### src/rtl/arm_ctrl_pkg.sv
// ----------------------------------------------------------------------------
// arm_ctrl_pkg
// Shared definitions for the multi-cycle LEGv8 control sequencer.
//   - opcode match table (mask/match per instruction class)
//   - instruction class enum
//   - one-hot state codes
//   - ALU operation and fault codes driven onto the datapath
// ----------------------------------------------------------------------------
package arm_ctrl_pkg;

  localparam int OPC_W = 11;   // IR[31:21]
  localparam int N_CLS = 5;    // number of recognised instruction classes
  localparam int ST_W  = 6;    // one-hot state width

  // Class codes double as the row index into the match table below,
  // so the decoder can turn a table hit straight into a class code.
  typedef enum logic [2:0] {
    CLS_R    = 3'd0,
    CLS_LDUR = 3'd1,
    CLS_STUR = 3'd2,
    CLS_CBZ  = 3'd3,
    CLS_B    = 3'd4
  } instr_cls_e;

  // Row i matches when (opcode & OPC_MASK[i]) == OPC_MATCH[i].
  // Packed concatenation lists the highest row first.
  //   row 4  B         000101xxxxx
  //   row 3  CBZ       10110100xxx
  //   row 2  STUR      11111000000
  //   row 1  LDUR      11111000010
  //   row 0  R-type    1xx0101x000  (ADD/SUB/AND/ORR)
  localparam logic [N_CLS-1:0][OPC_W-1:0] OPC_MASK = {
    11'b11111100000,
    11'b11111111000,
    11'b11111111111,
    11'b11111111111,
    11'b10011110111
  };
  localparam logic [N_CLS-1:0][OPC_W-1:0] OPC_MATCH = {
    11'b00010100000,
    11'b10110100000,
    11'b11111000000,
    11'b11111000010,
    11'b10001010000
  };

  // One-hot sequencer states
  localparam logic [ST_W-1:0] ST_FETCH  = 6'b000001;
  localparam logic [ST_W-1:0] ST_DECODE = 6'b000010;
  localparam logic [ST_W-1:0] ST_EXEC   = 6'b000100;
  localparam logic [ST_W-1:0] ST_MEM    = 6'b001000;
  localparam logic [ST_W-1:0] ST_WB     = 6'b010000;
  localparam logic [ST_W-1:0] ST_HALT   = 6'b100000;

  // ALU operation select
  localparam logic [1:0] ALU_OP_ADD   = 2'b00;
  localparam logic [1:0] ALU_OP_PASS  = 2'b01;
  localparam logic [1:0] ALU_OP_FUNCT = 2'b10;

  // Fault codes reported while halted
  localparam logic [1:0] FAULT_NONE    = 2'b00;
  localparam logic [1:0] FAULT_ILLEGAL = 2'b01;
  localparam logic [1:0] FAULT_IMEM    = 2'b10;
  localparam logic [1:0] FAULT_DMEM    = 2'b11;

endpackage

### src/rtl/opcode_class.sv
// ----------------------------------------------------------------------------
// opcode_class
// Purely combinational opcode classifier for the LEGv8 sequencer.
// Ports:
//   opcode   in   11  IR[31:21]
//   cls      out  3   instruction class (instr_cls_e encoding)
//   illegal  out  1   opcode matches no known class
// ----------------------------------------------------------------------------
module opcode_class
  import arm_ctrl_pkg::*;
(
  input  logic [OPC_W-1:0] opcode,
  output logic [2:0]       cls,
  output logic             illegal
);

  logic [N_CLS-1:0] hit;

  genvar gi;
  generate
    for (gi = 0; gi < N_CLS; gi++) begin : g_match
      assign hit[gi] = ((opcode & OPC_MASK[gi]) == OPC_MATCH[gi]);
    end
  endgenerate

  // The table rows are mutually exclusive, so the scan order only matters
  // for readability; the lowest hitting row wins.
  always_comb begin
    cls     = CLS_R;
    illegal = (hit == '0);
    for (int i = N_CLS - 1; i >= 0; i--) begin
      if (hit[i]) begin
        cls = 3'(i);
      end
    end
  end

endmodule

### src/rtl/multicycle_control.sv
// ----------------------------------------------------------------------------
// multicycle_control
// Multi-cycle LEGv8 sequencer: steps each instruction through
// FETCH/DECODE/EXEC/MEM/WB and drives the shared datapath strobes.
// Waits on imem/dmem ready handshakes and halts on an illegal opcode or
// a memory timeout.
// Parameters:
//   WAIT_MAX  cycles to wait for a ready before timing out (0 = never)
//   CNT_W     wait counter width, 2**CNT_W > WAIT_MAX
// Ports:
//   clk, reset                     clock, synchronous active-high reset
//   opcode[10:0]                   IR[31:21], valid from DECODE onward
//   imem_ready, dmem_ready         memory handshakes
//   imem_read, ir_write, pc_write  fetch / IR / PC strobes
//   reg2_loc, uncondbranch, branch register-2 select and branch strobes
//   mem_read, mem_write, mem_to_reg data memory strobes
//   alu_op[1:0], alu_src           ALU control
//   reg_write                      regfile write enable
//   instr_done                     one-cycle retire pulse
//   halted, fault[1:0]             sticky halt flag and its cause
// ----------------------------------------------------------------------------
module multicycle_control
  import arm_ctrl_pkg::*;
#(
  parameter int WAIT_MAX = 16,
  parameter int CNT_W    = 5
) (
  input  logic        clk,
  input  logic        reset,
  input  logic [10:0] opcode,
  input  logic        imem_ready,
  input  logic        dmem_ready,
  output logic        imem_read,
  output logic        ir_write,
  output logic        pc_write,
  output logic        reg2_loc,
  output logic        uncondbranch,
  output logic        branch,
  output logic        mem_read,
  output logic        mem_write,
  output logic        mem_to_reg,
  output logic [1:0]  alu_op,
  output logic        alu_src,
  output logic        reg_write,
  output logic        instr_done,
  output logic        halted,
  output logic [1:0]  fault
);

  // --------------------------------------------------------------------------
  // State
  // --------------------------------------------------------------------------
  logic [ST_W-1:0]  state_reg,    state_next;
  logic [CNT_W-1:0] wait_cnt_reg, wait_cnt_next;
  logic [1:0]       fault_reg,    fault_next;
  instr_cls_e       cls_reg,      cls_next;

  // --------------------------------------------------------------------------
  // Opcode classification (only consumed in DECODE). The class is all the
  // sequencer needs afterwards, so the raw opcode is not kept.
  // --------------------------------------------------------------------------
  logic [2:0] dec_cls;
  logic       dec_illegal;

  opcode_class u_opcode_class (
    .opcode  (opcode),
    .cls     (dec_cls),
    .illegal (dec_illegal)
  );

  // --------------------------------------------------------------------------
  // Timeout detect: true on the last permitted wait cycle. With WAIT_MAX=0
  // the counter still runs (and wraps) but never triggers a timeout.
  // --------------------------------------------------------------------------
  logic wait_last;

  generate
    if (WAIT_MAX == 0) begin : g_no_timeout
      assign wait_last = 1'b0;
    end else begin : g_timeout
      localparam logic [CNT_W-1:0] WAIT_LAST = CNT_W'(WAIT_MAX - 1);
      assign wait_last = (wait_cnt_reg == WAIT_LAST);
    end
  endgenerate

  // --------------------------------------------------------------------------
  // Process 1: state register
  // --------------------------------------------------------------------------
  always_ff @(posedge clk) begin
    if (reset) begin
      state_reg    <= ST_FETCH;
      wait_cnt_reg <= '0;
      fault_reg    <= FAULT_NONE;
      cls_reg      <= CLS_R;
    end else begin
      state_reg    <= state_next;
      wait_cnt_reg <= wait_cnt_next;
      fault_reg    <= fault_next;
      cls_reg      <= cls_next;
    end
  end

  // --------------------------------------------------------------------------
  // Process 2: next-state logic
  // --------------------------------------------------------------------------
  always_comb begin
    state_next    = state_reg;
    wait_cnt_next = wait_cnt_reg;
    fault_next    = fault_reg;
    cls_next      = cls_reg;

    case (state_reg)
      ST_FETCH: begin
        // A ready on the timeout cycle still completes the fetch.
        if (imem_ready) begin
          state_next = ST_DECODE;
        end else if (wait_last) begin
          state_next = ST_HALT;
          fault_next = FAULT_IMEM;
        end else begin
          wait_cnt_next = wait_cnt_reg + CNT_W'(1);
        end
      end

      ST_DECODE: begin
        if (dec_illegal) begin
          state_next = ST_HALT;
          fault_next = FAULT_ILLEGAL;
        end else begin
          cls_next   = instr_cls_e'(dec_cls);
          state_next = ST_EXEC;
        end
      end

      ST_EXEC: begin
        case (cls_reg)
          CLS_R:              state_next = ST_WB;
          CLS_LDUR, CLS_STUR: state_next = ST_MEM;
          default:            state_next = ST_FETCH;  // CBZ / B retire here
        endcase
      end

      ST_MEM: begin
        if (dmem_ready) begin
          state_next = (cls_reg == CLS_LDUR) ? ST_WB : ST_FETCH;
        end else if (wait_last) begin
          state_next = ST_HALT;
          fault_next = FAULT_DMEM;
        end else begin
          wait_cnt_next = wait_cnt_reg + CNT_W'(1);
        end
      end

      ST_WB: begin
        state_next = ST_FETCH;
      end

      ST_HALT: begin
        state_next = ST_HALT;
      end

      default: begin
        // Corrupted one-hot code: park safely and flag it.
        state_next = ST_HALT;
        fault_next = FAULT_ILLEGAL;
      end
    endcase

    // The wait counter measures time spent in the current state only.
    if (state_next != state_reg) begin
      wait_cnt_next = '0;
    end
  end

  // --------------------------------------------------------------------------
  // Process 3: output decode. Strobes follow state and class; the fetch and
  // store-retire strobes additionally qualify on their ready handshake.
  // Everything is forced low while reset is asserted so an aborted
  // instruction cannot disturb the datapath in the reset cycle.
  // --------------------------------------------------------------------------
  always_comb begin
    imem_read    = 1'b0;
    ir_write     = 1'b0;
    pc_write     = 1'b0;
    reg2_loc     = 1'b0;
    uncondbranch = 1'b0;
    branch       = 1'b0;
    mem_read     = 1'b0;
    mem_write    = 1'b0;
    mem_to_reg   = 1'b0;
    alu_op       = ALU_OP_ADD;
    alu_src      = 1'b0;
    reg_write    = 1'b0;
    instr_done   = 1'b0;
    halted       = 1'b0;
    fault        = FAULT_NONE;

    if (!reset) begin
      fault = fault_reg;
      case (state_reg)
        ST_FETCH: begin
          imem_read = 1'b1;
          if (imem_ready) begin
            ir_write = 1'b1;
            pc_write = 1'b1;
          end
        end

        ST_EXEC: begin
          case (cls_reg)
            CLS_R: begin
              alu_op = ALU_OP_FUNCT;
            end
            CLS_LDUR, CLS_STUR: begin
              alu_src = 1'b1;
              alu_op  = ALU_OP_ADD;
            end
            CLS_CBZ: begin
              reg2_loc   = 1'b1;
              alu_op     = ALU_OP_PASS;
              branch     = 1'b1;
              pc_write   = 1'b1;
              instr_done = 1'b1;
            end
            CLS_B: begin
              uncondbranch = 1'b1;
              pc_write     = 1'b1;
              instr_done   = 1'b1;
            end
            default: ;
          endcase
        end

        ST_MEM: begin
          // Address generation stays stable for the whole memory access.
          alu_src = 1'b1;
          alu_op  = ALU_OP_ADD;
          if (cls_reg == CLS_LDUR) begin
            mem_read = 1'b1;
          end else begin
            mem_write = 1'b1;
            reg2_loc  = 1'b1;   // store data comes from Rt
            if (dmem_ready) begin
              instr_done = 1'b1;
            end
          end
        end

        ST_WB: begin
          reg_write  = 1'b1;
          mem_to_reg = (cls_reg == CLS_LDUR);
          instr_done = 1'b1;
        end

        ST_HALT: begin
          halted = 1'b1;
        end

        default: ;
      endcase
    end
  end

endmodule

### config.mk
export PLATFORM = sky130hd
export DESIGN_NAME = multicycle_control
export DESIGN_NICKNAME = d
export VERILOG_FILES = /design/src/rtl/arm_ctrl_pkg.sv /design/src/rtl/opcode_class.sv /design/src/rtl/multicycle_control.sv
export SDC_FILE = /design/constraint.sdc
export NUM_CORES = 1
export LEC_CHECK = 0
export ABC_AREA = 1
export BUFFER_PORTS_ARGS = -buffer_cell sky130_fd_sc_hd__buf_2
export CAP_MARGIN = 10
export CORE_ASPECT_RATIO = 1.5
export CORE_MARGIN = 5
export CORE_UTILIZATION = 45
export DETAILED_ROUTE_END_ITERATION = 8
export PLACE_DENSITY = 0.8
export SLEW_MARGIN = 5
export SYNTH_ARGS = -nofsm -noshare
export SYNTH_HDL_FRONTEND = slang
export SYNTH_SLANG_ARGS = --single-unit
### constraint.sdc
create_clock -name clk -period 1.4 [get_ports clk]
set_input_delay 0.21 -clock clk [delete_from_list [all_inputs] [get_ports clk]]
set_output_delay 0.21 -clock clk [all_outputs]
set_load 0.05 [all_outputs]
==> results of run 1 <==
layout by cell type (no fill, tap or decap), types with 2 or more instances in the layout:
cell type                  synthesis  final
sky130_fd_sc_hd__a21oi_1          11      4
sky130_fd_sc_hd__dfxtp_1          16      8
sky130_fd_sc_hd__nand3_1          16     10
sky130_fd_sc_hd__inv_4             0      4
sky130_fd_sc_hd__dfxtp_4           0      2
sky130_fd_sc_hd__clkbuf_8          0      3
sky130_fd_sc_hd__nand2_4           0      5
sky130_fd_sc_hd__dfxtp_2           0      6
sky130_fd_sc_hd__o21ai_4           0      3
sky130_fd_sc_hd__inv_1            33     22
sky130_fd_sc_hd__nor2_1           44     30
sky130_fd_sc_hd__nand2_1          37     28
sky130_fd_sc_hd__nand3_4           0      5
sky130_fd_sc_hd__nor3_4            0      3
sky130_fd_sc_hd__buf_2             0     16
sky130_fd_sc_hd__nand4_1           6      6
sky130_fd_sc_hd__nor2_2            4      6
sky130_fd_sc_hd__a21oi_2           1      7
sky130_fd_sc_hd__nand2_2           2      5
sky130_fd_sc_hd__buf_4             0     49
sky130_fd_sc_hd__nor3_2            0      2
sky130_fd_sc_hd__buf_6             0     26
sky130_fd_sc_hd__inv_2             3      8
sky130_fd_sc_hd__nand3_2           3      4
sky130_fd_sc_hd__nor2_4            4     16
sky130_fd_sc_hd__xor2_1            2      2
report_power, final:
part | internal, mW | switching (mW)
clock network | 0.192 | 0.187
logic | 0.180 | 0.281
registers | 0.465 | 0.0113
synth_stat cells:
library cell / n
sky130_fd_sc_hd__nor2_1: 44
sky130_fd_sc_hd__nand2_1: 37
sky130_fd_sc_hd__inv_1: 33
sky130_fd_sc_hd__dfxtp_1: 16
sky130_fd_sc_hd__nand3_1: 16
sky130_fd_sc_hd__a21oi_1: 11
sky130_fd_sc_hd__nand4_1: 6
sky130_fd_sc_hd__nor3_1: 5
sky130_fd_sc_hd__nor2_2: 4
sky130_fd_sc_hd__nor2_4: 4
sky130_fd_sc_hd__inv_2: 3
sky130_fd_sc_hd__nand3_2: 3
sky130_fd_sc_hd__clkbuf_1: 2
sky130_fd_sc_hd__ha_1: 2
sky130_fd_sc_hd__nand2_2: 2
sky130_fd_sc_hd__o21ai_0: 2
sky130_fd_sc_hd__xor2_1: 2
sky130_fd_sc_hd__a21oi_2: 1
sky130_fd_sc_hd__mux2i_1: 1
sky130_fd_sc_hd__nand3b_1: 1
sky130_fd_sc_hd__nor4_1: 1
sky130_fd_sc_hd__o21ai_1: 1
sky130_fd_sc_hd__o21ai_2: 1
sky130_fd_sc_hd__o22ai_1: 1
sky130_fd_sc_hd__o31ai_1: 1
sky130_fd_sc_hd__xnor2_1: 1
worst min path at each step:
stage / to / slack [ps] / from
6_report: fault_reg[0] / 330 / imem_ready
5_1_grt: fault_reg[0] / 340 / imem_ready
4_1_cts: state_reg[5] / 330 / reset
3_5_place_dp: fault_reg[0] / 460 / fault_reg[0]
3_3_place_gp: fault_reg[0] / 450 / fault_reg[0]
2_1_floorplan: fault_reg[0] / 390 / imem_ready
final cells by class:
cell class                 instances  area, sq um
sequential                        16          335
tap                               37         46.3
inverter                          36          154
clock buffer                       3         41.3
fill                              79          158
multi-input combinational        147         1130
timing repair buffer              92          756
worst reg2reg max path, cell delays in order, from the launching register on:
cell and delay, ps:
sky130_fd_sc_hd__dfxtp_4 400, sky130_fd_sc_hd__inv_2 70, sky130_fd_sc_hd__nor2_4 140, sky130_fd_sc_hd__nand3_4 170
sky130_fd_sc_hd__buf_4 180, sky130_fd_sc_hd__nand2_1 90, sky130_fd_sc_hd__nor2_1 70, sky130_fd_sc_hd__nor2_2 140
sky130_fd_sc_hd__nand2_2 80, sky130_fd_sc_hd__a21oi_2 170, sky130_fd_sc_hd__nand2_2 110, sky130_fd_sc_hd__nor2_1 140
stage by stage:
stage	setup slack (ps)	util, %	setup TNS (ps)	hold slack, ps	std cells
3_5_place_dp	-260	71.1	-2880	456	306
5_1_grt	-579	94.0	-10460	342	331
2_1_floorplan	-130	-	-897	390	201
6_report	-502	94.0	-8760	325	331
3_3_place_gp	-191	71.1	-2300	447	306
4_1_cts	-324	87.6	-5440	334	323
routing by layer:
| metal | wire length (microns) | vias up | global-route usage [%] | part of all wire, % |
|---|---|---|---|---|
| met4 | 714 | 0 | 16.2 | 9.9 |
| li1 | - | 829 | - | - |
| met5 | 0 | - | 0 | 0 |
| met3 | 789 | 68 | 6.54 | 11 |
| met2 | 3430 | 187 | 54.0 | 47 |
| met1 | 2290 | 902 | 32.3 | 32 |
cell families after synthesis:
logic type | share of synthesized area (%)
xor gates and xnor gates | 2.19
buffers and inverters | 11.9
DFF | 26.7
adders and majority gates | 2.09
and+or+nand+nor | 47.8
muxes | 0.835
AOI/OAI and AO/OA | 8.46
what timing repair did:
item	4_1_cts	5_1_grt
pin swaps	14	18
buffers inserted	14	8
hold endpoints to repair	0	0
endpoints found under the setup margin	23	28
resized for setup	79	29
cloned	0	0
==> impl_results.html, run 1 <==
<table>
<tr><th>Metric</th><th>Value</th></tr>
<tr><th colspan="2">Route</th></tr>
<tr><td>DRC violations left</td><td>0</td></tr>
<tr><td>Drt wl/cell</td><td>21.8 microns</td></tr>
<tr><td>First drt pass iteration count</td><td>5</td></tr>
<tr><td>Post-detailed-route via-to-cell ratio</td><td>6.00</td></tr>
<tr><td>Count of vias placed by the detailed router</td><td>1986</td></tr>
<tr><td>Final wirelength</td><td>7.22 mm</td></tr>
<tr><td>ANT nets after route</td><td>0</td></tr>
<tr><td>Violation count after the first detailed-route iteration</td><td>191</td></tr>
<tr><th colspan="2">Placed design</th></tr>
<tr><td>Port Buffers</td><td>31</td></tr>
<tr><td>GP Congestion</td><td>0.977</td></tr>
<tr><td>Total half-perimeter wirelength after legalization and detailed placement</td><td>2.91 mm</td></tr>
<tr><td>Placed cell areas</td><td>1860 sq um</td></tr>
<tr><th colspan="2">GRT</th></tr>
<tr><td>Wire length of the first global-routing pass</td><td>8.39 mm</td></tr>
<tr><td>Number of global-route vias before repair</td><td>1713</td></tr>
<tr><td>Global-route total usage across every layer</td><td>30.3%</td></tr>
<tr><td>Total overflow reported by the global router</td><td>0</td></tr>
<tr><td>Antenna violations before repair</td><td>0</td></tr>
<tr><td>Largest net degree at the start of global routing</td><td>14</td></tr>
<tr><th colspan="2">Critical path</th></tr>
<tr><td>CP top delay family</td><td>simple AND/OR/NAND/NOR gates</td></tr>
<tr><td>Critical Setup Path Class</td><td>reg2out</td></tr>
<tr><td>Capturing element of the worst setup path</td><td>instr_done</td></tr>
<tr><td>Buffers plus inverters on the worst setup path</td><td>4</td></tr>
<tr><td>Element type at the critical path start</td><td>flip-flop</td></tr>
<tr><td>Worst-path cell chain</td><td>inv_1 -&gt; nand3_2 -&gt; nand2_1 -&gt; inv_1 -&gt; nand2_1 -&gt; nand3_2 -&gt; nand2_2 -&gt; clkinvlp_4 -&gt; buf_8</td></tr>
<tr><td>CP max stage delay</td><td>330 ps</td></tr>
<tr><td>R2R Setup Slk</td><td>-430 ps</td></tr>
<tr><td>Critical register-to-register path endpoint</td><td>wait_cnt_reg[2]</td></tr>
<tr><td>Critical path data arrival time</td><td>1690 ps</td></tr>
<tr><td>Largest fanout of any net on the critical path</td><td>3</td></tr>
<tr><td>Element type at the critical path end</td><td>output port</td></tr>
<tr><td>Data required time of the worst path</td><td>1190 ps</td></tr>
<tr><td>Length in cells of the worst reg-to-reg path</td><td>11</td></tr>
<tr><td>Worst flop-to-flop path startpoint</td><td>state_reg[2]</td></tr>
<tr><td>Critical Path Source</td><td>cls_reg[1]</td></tr>
<tr><td>Depth of the critical timing path with buffers and inverters included</td><td>9</td></tr>
<tr><td>Slowest CP cell</td><td>sky130_fd_sc_hd__dfxtp_1</td></tr>
<tr><th colspan="2">Synth</th></tr>
<tr><td>Post-synth net total</td><td>218</td></tr>
<tr><td>Synth cell types</td><td>26</td></tr>
<tr><td>Cell taking the most area after synthesis</td><td>sky130_fd_sc_hd__dfxtp_1</td></tr>
<tr><td>Synthesized area per cell</td><td>5.96 sq um</td></tr>
<tr><td>Share of the yosys chip area belonging to registers</td><td>26.7%</td></tr>
<tr><td>Largest cells by area after synthesis</td><td>sky130_fd_sc_hd__dfxtp_1, sky130_fd_sc_hd__nor2_1, sky130_fd_sc_hd__nand2_1, sky130_fd_sc_hd__inv_1, sky130_fd_sc_hd__nand3_1</td></tr>
<tr><td>Share of the synthesized area in the top cell type</td><td>26.7%</td></tr>
<tr><td>Number of standard cells after synthesis</td><td>201</td></tr>
<tr><td>Synth warnings</td><td>0</td></tr>
<tr><td>Total of flip-flops plus latches after synthesis</td><td>16</td></tr>
<tr><td>Netlist area before placement</td><td>1200 sq um</td></tr>
<tr><th colspan="2">Pwr</th></tr>
<tr><td>Power after layout</td><td>1.32 mW</td></tr>
<tr><td>Power density over the cells</td><td>535 nW/um^2</td></tr>
<tr><td>Peak supply drop</td><td>0.000800 V</td></tr>
<tr><td>Leakage power</td><td>1.11 nW</td></tr>
<tr><th colspan="2">Timing</th></tr>
<tr><td>Post-route minimum period</td><td>1900 ps</td></tr>
<tr><td>Unrepaired setup endpoints after global routing</td><td>yes</td></tr>
<tr><td>Worst relative slew slack</td><td>78.5%</td></tr>
<tr><td>Endpoints failing hold</td><td>0</td></tr>
<tr><td>Minimum setup slack in the final design</td><td>-502 ps</td></tr>
<tr><td>Slew at the pin with the worst max-slew slack</td><td>323 ps</td></tr>
<tr><td>Share of the cycle needed by the critical path after routing</td><td>136%</td></tr>
<tr><td>Largest clock skew in the final design</td><td>1.96 ps</td></tr>
<tr><td>Fin. max-slew vios</td><td>0</td></tr>
<tr><td>Final setup violation count</td><td>26</td></tr>
<tr><td>Max frequency</td><td>0.526 GHz</td></tr>
<tr><th colspan="2">Min path</th></tr>
<tr><td>Worst hold path stage count</td><td>3</td></tr>
<tr><td>Kind of path behind the tightest hold check</td><td>in2reg</td></tr>
<tr><th colspan="2">Flow run</th></tr>
<tr><td>Number of violations of the max-capacitance limit</td><td>0</td></tr>
<tr><th colspan="2">Floorplan</th></tr>
<tr><td>Top-level I/O count</td><td>32</td></tr>
<tr><td>Core area</td><td>2620 sq um</td></tr>
<tr><td>Std-Cell Rows</td><td>23</td></tr>
<tr><td>Area enclosed by the die boundary</td><td>3820 sq um</td></tr>
<tr><td>Starting utilization of the core area</td><td>45.8%</td></tr>
<tr><td>Die height</td><td>73.2 microns</td></tr>
<tr><td>Die X-Extent</td><td>52.1 microns</td></tr>
<tr><th colspan="2">CTS</th></tr>
<tr><td>Clock transition time at the flip-flop clock pins of the worst setup and hold paths</td><td>70 ps</td></tr>
<tr><td>Htree depth</td><td>1</td></tr>
<tr><td>Inserted Clock Buffers</td><td>3</td></tr>
<tr><td>Latest clock arrival within the worst-skew pair</td><td>270 ps</td></tr>
<tr><td>Total number of clock tree sinks</td><td>16</td></tr>
<tr><td>Root Buffer</td><td>sky130_fd_sc_hd__clkbuf_8</td></tr>
<tr><td>Hold bufs inserted after CTS</td><td>0</td></tr>
<tr><td>Max clock buf depth</td><td>2</td></tr>
<tr><td>CTS tree</td><td>done</td></tr>
<tr><th colspan="2">Finish</th></tr>
<tr><td>Final standard cell area without fillers</td><td>2460 sq um</td></tr>
<tr><td>Fraction of final layout cells sized beyond drive strength 1</td><td>61.6%</td></tr>
<tr><td>Flip-flop count of the largest register, all copies and words added</td><td>6</td></tr>
<tr><td>Total Nets Final</td><td>313</td></tr>
<tr><td>Antenna diode instance count</td><td>0</td></tr>
<tr><td>Area growth from synthesis to layout</td><td>105%</td></tr>
<tr><th colspan="2">Status</th></tr>
<tr><td>Violations in the final reports</td><td>negative setup slack</td></tr>
<tr><td>Status</td><td>finished with violations</td></tr>
</table>
No activity file was read; power rests on OpenSTA's default activity.
==> run 2, diff against run 1 <==
--- a/config.mk
+++ b/config.mk
@@ -13,6 +13,7 @@
 export CORE_UTILIZATION = 45
 export DETAILED_ROUTE_END_ITERATION = 8
 export PLACE_DENSITY = 0.8
+export REMOVE_ABC_BUFFERS = 1
 export SLEW_MARGIN = 5
 export SYNTH_ARGS = -nofsm -noshare
 export SYNTH_HDL_FRONTEND = slang
==> constraint.sdc (replaced) <==
create_clock -name clk -period 1.4 [get_ports clk]
set_input_delay 0.14 -clock clk [delete_from_list [all_inputs] [get_ports clk]]
set_output_delay 0.14 -clock clk [all_outputs]
set_load 0.05 [all_outputs]
==> impl_results.html, run 2 (synthesis results as in run 1) <==
<table>
<tr><th>Metric</th><th>Value</th></tr>
<tr><th colspan="2">Status</th></tr>
<tr><td>Status</td><td>finished with violations (unchanged)</td></tr>
<tr><td>Violations in the final reports</td><td>negative setup slack (unchanged)</td></tr>
<tr><th colspan="2">Placed design</th></tr>
<tr><td>Placed cell areas</td><td>1620 sq um (was 1860 sq um)</td></tr>
<tr><td>Port Buffers</td><td>31 (unchanged)</td></tr>
<tr><td>GP Congestion</td><td>0.926 (was 0.977)</td></tr>
<tr><td>Total half-perimeter wirelength after legalization and detailed placement</td><td>2.65 mm (was 2.91 mm)</td></tr>
<tr><td>Worst slack at placement</td><td>-266 ps (was -260 ps)</td></tr>
<tr><td>Number of instances in the placed design</td><td>296 (was 306)</td></tr>
<tr><th colspan="2">GRT</th></tr>
<tr><td>Global-route total usage across every layer</td><td>27.5% (was 30.3%)</td></tr>
<tr><td>Total overflow reported by the global router</td><td>0 (unchanged)</td></tr>
<tr><td>Largest net degree at the start of global routing</td><td>16 (was 14)</td></tr>
<tr><td>Wire length of the first global-routing pass</td><td>7.80 mm (was 8.39 mm)</td></tr>
<tr><td>Number of global-route vias before repair</td><td>1746 (was 1713)</td></tr>
<tr><td>Antenna violations before repair</td><td>0 (unchanged)</td></tr>
<tr><th colspan="2">Route</th></tr>
<tr><td>Final wirelength</td><td>6.72 mm (was 7.22 mm)</td></tr>
<tr><td>Post-detailed-route via-to-cell ratio</td><td>5.82 (was 6.00)</td></tr>
<tr><td>ANT nets after route</td><td>0 (unchanged)</td></tr>
<tr><td>Count of vias placed by the detailed router</td><td>1902 (was 1986)</td></tr>
<tr><td>Violation count after the first detailed-route iteration</td><td>168 (was 191)</td></tr>
<tr><td>First drt pass iteration count</td><td>5 (unchanged)</td></tr>
<tr><td>DRC violations left</td><td>0 (unchanged)</td></tr>
<tr><td>Drt wl/cell</td><td>20.5 microns (was 21.8 microns)</td></tr>
<tr><th colspan="2">Floorplan</th></tr>
<tr><td>Core area</td><td>2620 sq um (unchanged)</td></tr>
<tr><td>Top-level I/O count</td><td>32 (unchanged)</td></tr>
<tr><td>Die height</td><td>73.2 microns (unchanged)</td></tr>
<tr><td>Starting utilization of the core area</td><td>45.8% (unchanged)</td></tr>
<tr><td>Area enclosed by the die boundary</td><td>3820 sq um (unchanged)</td></tr>
<tr><td>Std-Cell Rows</td><td>23 (unchanged)</td></tr>
<tr><td>Die X-Extent</td><td>52.1 microns (unchanged)</td></tr>
<tr><th colspan="2">Timing</th></tr>
<tr><td>Unrepaired setup endpoints after global routing</td><td>yes (unchanged)</td></tr>
<tr><td>Fin Setup TNS</td><td>-8320 ps (was -8760 ps)</td></tr>
<tr><td>Endpoints failing hold</td><td>0 (unchanged)</td></tr>
<tr><td>Minimum setup slack in the final design</td><td>-432 ps (was -502 ps)</td></tr>
<tr><td>Max frequency</td><td>0.546 GHz (was 0.526 GHz)</td></tr>
<tr><td>Final setup violation count</td><td>29 (was 26)</td></tr>
<tr><td>Worst hold slack across all endpoints</td><td>225 ps (was 325 ps)</td></tr>
<tr><td>Slew at the pin with the worst max-slew slack</td><td>298 ps (was 323 ps)</td></tr>
<tr><td>Post-route minimum period</td><td>1830 ps (was 1900 ps)</td></tr>
<tr><td>Fin. max-slew vios</td><td>0 (unchanged)</td></tr>
<tr><td>Share of the cycle needed by the critical path after routing</td><td>131% (was 136%)</td></tr>
<tr><td>Worst relative slew slack</td><td>80.1% (was 78.5%)</td></tr>
<tr><td>Largest clock skew in the final design</td><td>2.78 ps (was 1.96 ps)</td></tr>
<tr><th colspan="2">CTS</th></tr>
<tr><td>Inserted Clock Buffers</td><td>3 (unchanged)</td></tr>
<tr><td>CTS tree</td><td>done (unchanged)</td></tr>
<tr><td>Hold bufs inserted after CTS</td><td>0 (unchanged)</td></tr>
<tr><td>Max clock buf depth</td><td>2 (unchanged)</td></tr>
<tr><td>Htree depth</td><td>1 (unchanged)</td></tr>
<tr><td>Latest clock arrival within the worst-skew pair</td><td>270 ps (about the same)</td></tr>
<tr><td>Root Buffer</td><td>sky130_fd_sc_hd__clkbuf_8 (unchanged)</td></tr>
<tr><td>Clock transition time at the flip-flop clock pins of the worst setup and hold paths</td><td>70 ps (about the same)</td></tr>
<tr><td>Total number of clock tree sinks</td><td>16 (unchanged)</td></tr>
<tr><th colspan="2">Min path</th></tr>
<tr><td>Kind of path behind the tightest hold check</td><td>in2reg (unchanged)</td></tr>
<tr><td>Worst hold path stage count</td><td>2 (was 3)</td></tr>
<tr><td>Hold Startpoint</td><td>reset (was imem_ready)</td></tr>
<tr><td>Endpoint of the worst hold-timing path</td><td>cls_reg[2] (was fault_reg[0])</td></tr>
<tr><th colspan="2">Finish</th></tr>
<tr><td>Antenna diode instance count</td><td>0 (unchanged)</td></tr>
<tr><td>Fin cells</td><td>327 (was 331)</td></tr>
<tr><td>Total Nets Final</td><td>308 (was 313)</td></tr>
<tr><td>Most common cell after layout, fill and taps aside</td><td>sky130_fd_sc_hd__buf_4 (unchanged)</td></tr>
<tr><td>Most used cells in the layout excluding fill and tap cells</td><td>sky130_fd_sc_hd__buf_4, sky130_fd_sc_hd__inv_1, sky130_fd_sc_hd__nand2_1 (was sky130_fd_sc_hd__buf_4, sky130_fd_sc_hd__nor2_1, sky130_fd_sc_hd__nand2_1)</td></tr>
<tr><td>Area growth from synthesis to layout</td><td>101% (was 105%)</td></tr>
<tr><td>Final standard cell area without fillers</td><td>2410 sq um (was 2460 sq um)</td></tr>
<tr><td>Flip-flop count of the largest register, all copies and words added</td><td>6 (unchanged)</td></tr>
<tr><td>Fraction of final layout cells sized beyond drive strength 1</td><td>63.1% (was 61.6%)</td></tr>
<tr><th colspan="2">Critical path</th></tr>
<tr><td>Critical Setup Path Class</td><td>reg2out (unchanged)</td></tr>
<tr><td>Element type at the critical path end</td><td>output port (unchanged)</td></tr>
<tr><td>Critical path data arrival time</td><td>1690 ps (about the same)</td></tr>
<tr><td>Worst flop-to-flop path startpoint</td><td>wait_cnt_reg[0] (was state_reg[2])</td></tr>
<tr><td>Largest fanout of any net on the critical path</td><td>6 (was 3)</td></tr>
<tr><td>Data required time of the worst path</td><td>1260 ps (was 1190 ps)</td></tr>
<tr><td>Length in cells of the worst reg-to-reg path</td><td>11 (unchanged)</td></tr>
<tr><td>Element type at the critical path start</td><td>flip-flop (unchanged)</td></tr>
<tr><td>Critical register-to-register path endpoint</td><td>wait_cnt_reg[4] (was wait_cnt_reg[2])</td></tr>
<tr><td>R2R Setup Slk</td><td>-400 ps (was -430 ps)</td></tr>
<tr><th colspan="2">Flow run</th></tr>
<tr><td>Number of violations of the max-capacitance limit</td><td>0 (unchanged)</td></tr>
<tr><th colspan="2">Pwr</th></tr>
<tr><td>Leakage power</td><td>1.15 nW (was 1.11 nW)</td></tr>
<tr><td>Peak supply drop</td><td>0.000750 V (was 0.000800 V)</td></tr>
<tr><td>Power density over the cells</td><td>560 nW/um^2 (was 535 nW/um^2)</td></tr>
</table>
==> run 2: changes by cell type in the layout (fill, tap and decap cells not counted), sizes merged <==
cell,delta
clkbuf,+1
clkinvlp,-1
buf,-5
inv,+1
==> run 2: critical path: stages, from the launching register on <==
cell and delay (ps):
sky130_fd_sc_hd__dfxtp_2 340, sky130_fd_sc_hd__nor2_4 250, sky130_fd_sc_hd__nand3_4 190, sky130_fd_sc_hd__nor3_2 200, sky130_fd_sc_hd__inv_2 100, sky130_fd_sc_hd__nor2_2 150
sky130_fd_sc_hd__buf_6 180
==> run 2: cell type report <==
class / instances / area [sq um]
sequential: 16 / 338
fill: 90 / 205
multi-input combinational: 147 / 1100
tap: 37 / 46.3
inverter: 36 / 148
timing repair buffer: 87 / 727
clock buffer: 4 / 55.1
==> run 2: metrics by stage <==
step	power, mW	utilization [%]
after floorplan	0.646	-
after global placement	0.755	62.0
after detailed placement	0.757	62.0
after CTS	1.26	79.5
after global routing	1.37	92.2
final	1.35	92.2
==> run 2: where the power goes <==
part / switching, mW / total, mW / internal (mW)
clock: 0.187 / 0.438 / 0.251
sequential: 0.0146 / 0.479 / 0.464
combinational: 0.256 / 0.435 / 0.180
total: 0.457 / 1.35 / 0.895
==> run 2: how the worst max path moves through the flow <==
stage | to | slack, ps | depth (start not counted) | from
2_1_floorplan | uncondbranch | -900 | 4 | state_reg[2]
4_1_cts | reg2_loc | -230 | 7 | state_reg[2]
3_3_place_gp | wait_cnt_reg[1] | -210 | 11 | wait_cnt_reg[0]
5_1_grt | wait_cnt_reg[4] | -540 | 12 | cls_reg[2]
3_5_place_dp | wait_cnt_reg[1] | -270 | 11 | wait_cnt_reg[0]
6_report | branch | -430 | 6 | state_reg[4]
==> run 2: routing by layer <==
layer	track usage (%)	vias up	part of all wire, %
li1	-	812	-
met1	27.1	880	33
met2	51.9	155	50
met3	3.68	55	8.9
met4	16.8	0	8.4
met5	0	-	0
==> run 2: timing repair <==
action,CTS,global route
setup endpoints to repair,25,30
resized for setup,84,71
cloned,0,0
pin swaps,22,29
setup buffers,18,13
==> run 3, diff against run 2 <==
--- a/config.mk
+++ b/config.mk
@@ -12,7 +12,7 @@
 export CORE_MARGIN = 5
 export CORE_UTILIZATION = 45
 export DETAILED_ROUTE_END_ITERATION = 8
-export PLACE_DENSITY = 0.8
+export PLACE_DENSITY = 0.73
 export REMOVE_ABC_BUFFERS = 1
 export SLEW_MARGIN = 5
 export SYNTH_ARGS = -nofsm -noshare
==> constraint.sdc (replaced) <==
create_clock -name clk -period 1.4 [get_ports clk]
set_input_delay 0.14 -clock clk [delete_from_list [all_inputs] [get_ports clk]]
set_output_delay 0.14 -clock clk [all_outputs]
set_load 0.02 [all_outputs]
==> impl_results.html, run 3 (synthesis results as in run 1) <==
<table>
<tr><th>Metric</th><th>Value</th></tr>
<tr><th colspan="2">CTS</th></tr>
<tr><td>Inserted Clock Buffers</td><td>3 (unchanged)</td></tr>
<tr><td>Latest clock arrival within the worst-skew pair</td><td>260 ps (was 270 ps)</td></tr>
<tr><td>Htree depth</td><td>1 (unchanged)</td></tr>
<tr><td>Total number of clock tree sinks</td><td>16 (unchanged)</td></tr>
<tr><td>Hold bufs inserted after CTS</td><td>0 (unchanged)</td></tr>
<tr><td>Root Buffer</td><td>sky130_fd_sc_hd__clkbuf_8 (unchanged)</td></tr>
<tr><td>Clock transition time at the flip-flop clock pins of the worst setup and hold paths</td><td>80 ps (was 70 ps)</td></tr>
<tr><td>CTS tree</td><td>done (unchanged)</td></tr>
<tr><td>Max clock buf depth</td><td>2 (unchanged)</td></tr>
<tr><th colspan="2">Route</th></tr>
<tr><td>First drt pass iteration count</td><td>5 (unchanged)</td></tr>
<tr><td>Final wirelength</td><td>4.52 mm (was 6.72 mm)</td></tr>
<tr><td>Post-detailed-route via-to-cell ratio</td><td>5.18 (was 5.82)</td></tr>
<tr><td>ANT nets after route</td><td>0 (unchanged)</td></tr>
<tr><td>Drt wl/cell</td><td>14.3 microns (was 20.5 microns)</td></tr>
<tr><td>Count of vias placed by the detailed router</td><td>1642 (was 1902)</td></tr>
<tr><td>DRC violations left</td><td>0 (unchanged)</td></tr>
<tr><td>Violation count after the first detailed-route iteration</td><td>58 (was 168)</td></tr>
<tr><th colspan="2">Timing</th></tr>
<tr><td>Post-route minimum period</td><td>1730 ps (was 1830 ps)</td></tr>
<tr><td>Endpoints failing hold</td><td>0 (unchanged)</td></tr>
<tr><td>Worst relative slew slack</td><td>77.1% (was 80.1%)</td></tr>
<tr><td>Minimum setup slack in the final design</td><td>-329 ps (was -432 ps)</td></tr>
<tr><td>Largest clock skew in the final design</td><td>9.41 ps (was 2.78 ps)</td></tr>
<tr><td>Final setup violation count</td><td>24 (was 29)</td></tr>
<tr><td>Max frequency</td><td>0.578 GHz (was 0.546 GHz)</td></tr>
<tr><td>Fin. max-slew vios</td><td>0 (unchanged)</td></tr>
<tr><td>Share of the cycle needed by the critical path after routing</td><td>124% (was 131%)</td></tr>
<tr><td>Slew at the pin with the worst max-slew slack</td><td>344 ps (was 298 ps)</td></tr>
<tr><td>Unrepaired setup endpoints after global routing</td><td>yes (unchanged)</td></tr>
<tr><td>Fin Setup TNS</td><td>-5800 ps (was -8320 ps)</td></tr>
<tr><th colspan="2">Floorplan</th></tr>
<tr><td>Die height</td><td>73.2 microns (unchanged)</td></tr>
<tr><td>Top-level I/O count</td><td>32 (unchanged)</td></tr>
<tr><td>Core area</td><td>2620 sq um (unchanged)</td></tr>
<tr><td>Std-Cell Rows</td><td>23 (unchanged)</td></tr>
<tr><td>Area enclosed by the die boundary</td><td>3820 sq um (unchanged)</td></tr>
<tr><td>Starting utilization of the core area</td><td>45.8% (unchanged)</td></tr>
<tr><td>Die X-Extent</td><td>52.1 microns (unchanged)</td></tr>
<tr><th colspan="2">Placed design</th></tr>
<tr><td>Port Buffers</td><td>31 (unchanged)</td></tr>
<tr><td>Worst slack at placement</td><td>-234 ps (was -266 ps)</td></tr>
<tr><td>Total half-perimeter wirelength after legalization and detailed placement</td><td>2.63 mm (was 2.65 mm)</td></tr>
<tr><td>GP Congestion</td><td>0.871 (was 0.926)</td></tr>
<tr><td>Number of instances in the placed design</td><td>297 (was 296)</td></tr>
<tr><th colspan="2">Flow run</th></tr>
<tr><td>Number of violations of the max-capacitance limit</td><td>0 (unchanged)</td></tr>
<tr><th colspan="2">GRT</th></tr>
<tr><td>Largest net degree at the start of global routing</td><td>14 (was 16)</td></tr>
<tr><td>Antenna violations before repair</td><td>0 (unchanged)</td></tr>
<tr><td>Wire length of the first global-routing pass</td><td>5.88 mm (was 7.80 mm)</td></tr>
<tr><td>Global routing usage on met2</td><td>37.5% (was 51.9%)</td></tr>
<tr><td>Global-route total usage across every layer</td><td>20.2% (was 27.5%)</td></tr>
<tr><td>Number of global-route vias before repair</td><td>1425 (was 1746)</td></tr>
<tr><td>Routing usage on met3</td><td>2.25% (was 3.68%)</td></tr>
<tr><td>Met1 demand-to-capacity share in global routing</td><td>22.0% (was 27.1%)</td></tr>
<tr><td>Total overflow reported by the global router</td><td>0 (unchanged)</td></tr>
<tr><td>Routing layer with the top usage in global route</td><td>met2 (unchanged)</td></tr>
<tr><th colspan="2">Pwr</th></tr>
<tr><td>Power dissipated by switching net loads</td><td>0.386 mW (was 0.457 mW)</td></tr>
<tr><td>Clock share of power</td><td>35.4% (was 32.4%)</td></tr>
<tr><td>Leakage power</td><td>1.03 nW (was 1.15 nW)</td></tr>
<tr><td>Total internal power</td><td>0.850 mW (was 0.895 mW)</td></tr>
<tr><td>Power after layout</td><td>1.24 mW (was 1.35 mW)</td></tr>
<tr><td>Switching part of the total power</td><td>31.2% (was 33.8%)</td></tr>
<tr><td>Peak supply drop</td><td>0.000468 V (was 0.000750 V)</td></tr>
<tr><td>Logic pwr share</td><td>25.9% (was 32.2%)</td></tr>
<tr><td>Power density over the cells</td><td>595 nW/um^2 (was 560 nW/um^2)</td></tr>
<tr><td>Share of total power in sequential cells</td><td>38.7% (was 35.4%)</td></tr>
<tr><th colspan="2">Critical path</th></tr>
<tr><td>Critical Setup Path Class</td><td>reg2out (unchanged)</td></tr>
<tr><td>Element type at the critical path start</td><td>flip-flop (unchanged)</td></tr>
<tr><td>Critical path data arrival time</td><td>1590 ps (was 1690 ps)</td></tr>
<tr><td>Largest fanout of any net on the critical path</td><td>5 (was 6)</td></tr>
<tr><td>Element type at the critical path end</td><td>output port (unchanged)</td></tr>
<tr><td>Data required time of the worst path</td><td>1260 ps (about the same)</td></tr>
<tr><th colspan="2">Finish</th></tr>
<tr><td>Most common cell after layout, fill and taps aside</td><td>sky130_fd_sc_hd__buf_4 (unchanged)</td></tr>
<tr><td>Antenna diode instance count</td><td>0 (unchanged)</td></tr>
<tr><td>Flip-flop count of the largest register, all copies and words added</td><td>6 (unchanged)</td></tr>
<tr><td>Count of fill cells added during filler insertion</td><td>164 (was 90)</td></tr>
<tr><td>Total Nets Final</td><td>298 (was 308)</td></tr>
<tr><td>Most used cells in the layout excluding fill and tap cells</td><td>sky130_fd_sc_hd__buf_4, sky130_fd_sc_hd__nor2_1, sky130_fd_sc_hd__nand2_1 (was sky130_fd_sc_hd__buf_4, sky130_fd_sc_hd__inv_1, sky130_fd_sc_hd__nand2_1)</td></tr>
<tr><td>Area growth from synthesis to layout</td><td>73.4% (was 101%)</td></tr>
<tr><td>Fraction of final layout cells sized beyond drive strength 1</td><td>52.1% (was 63.1%)</td></tr>
<tr><td>Fin cells</td><td>317 (was 327)</td></tr>
<tr><th colspan="2">Status</th></tr>
<tr><td>Status</td><td>finished with violations (unchanged)</td></tr>
<tr><td>Violations in the final reports</td><td>negative setup slack (unchanged)</td></tr>
<tr><th colspan="2">Min path</th></tr>
<tr><td>Kind of path behind the tightest hold check</td><td>in2reg (unchanged)</td></tr>
</table>
## run 3: changes by cell type in the layout (fill, tap and decap cells not counted), sizes merged
cell,previous run,this run
buf,87,77
## run 3: final timing paths
| kind | end | slack, ps | cells past startpoint | start |
|---|---|---|---|---|
| worst max register to register | wait_cnt_reg[0] | -310 | 10 | state_reg[1] |
| worst max-delay path | branch | -330 | 7 | state_reg[1] |
| worst min-delay path | fault_reg[0] | 220 | 3 | imem_ready |
| worst min register to register | fault_reg[0] | 470 | 2 | fault_reg[0] |
## run 3: repair_timing
| action | CTS | global route |
|---|---|---|
| setup buffers | 9 | 8 |
| resized for setup | 44 | 44 |
| endpoints found under the setup margin | 25 | 27 |
| pin swaps | 16 | 18 |
## run 3: layout make-up
| type | instances | area, sq um | share of cell area [%] |
|---|---|---|---|
| Sequential cell | 16 | 335 | 16.1 |
| Timing Repair Buffer | 77 | 576 | 27.7 |
| Tap cell | 37 | 46.3 | 2.23 |
| Inverter | 36 | 135 | 6.50 |
| Clock buffer | 4 | 55.1 | 2.65 |
| Multi-Input combinational cell | 147 | 931 | 44.8 |
## run 3: per-stage QoR
stage                     area, sq um  hold slack [ps]  util (%)
after floorplan                  1190              209         -
after global placement           1620              444      61.8
after detailed placement         1620              450      61.8
after CTS                        1870              193      71.3
after global routing             2080              224      79.4
final                            2080              218      79.4
## run 3: layer usage
layer / up-vias / part of all wire [%]
met5: - / 0
met4: 0 / 4.8
met3: 20 / 4.7
met2: 59 / 52
met1: 774 / 39
li1: 789 / -
## run 3: power by group through the flow
stage          Sequential, mW  Combinational, mW  Clock, mW
2_1_floorplan           0.488              0.138          0
3_3_place_gp            0.488              0.240          0
3_5_place_dp            0.489              0.243          0
4_1_cts                 0.479              0.270      0.422
5_1_grt                 0.479              0.341      0.463
6_report                0.479              0.320      0.438
## run 3: critical path, stage by stage (launching register included)
cell and delay [ps]:
sky130_fd_sc_hd__dfxtp_4 360, sky130_fd_sc_hd__nor2_4 210, sky130_fd_sc_hd__nand3_4 150, sky130_fd_sc_hd__buf_6 150
sky130_fd_sc_hd__nor3_2 90, sky130_fd_sc_hd__inv_1 100, sky130_fd_sc_hd__nor2_1 120, sky130_fd_sc_hd__buf_4 160
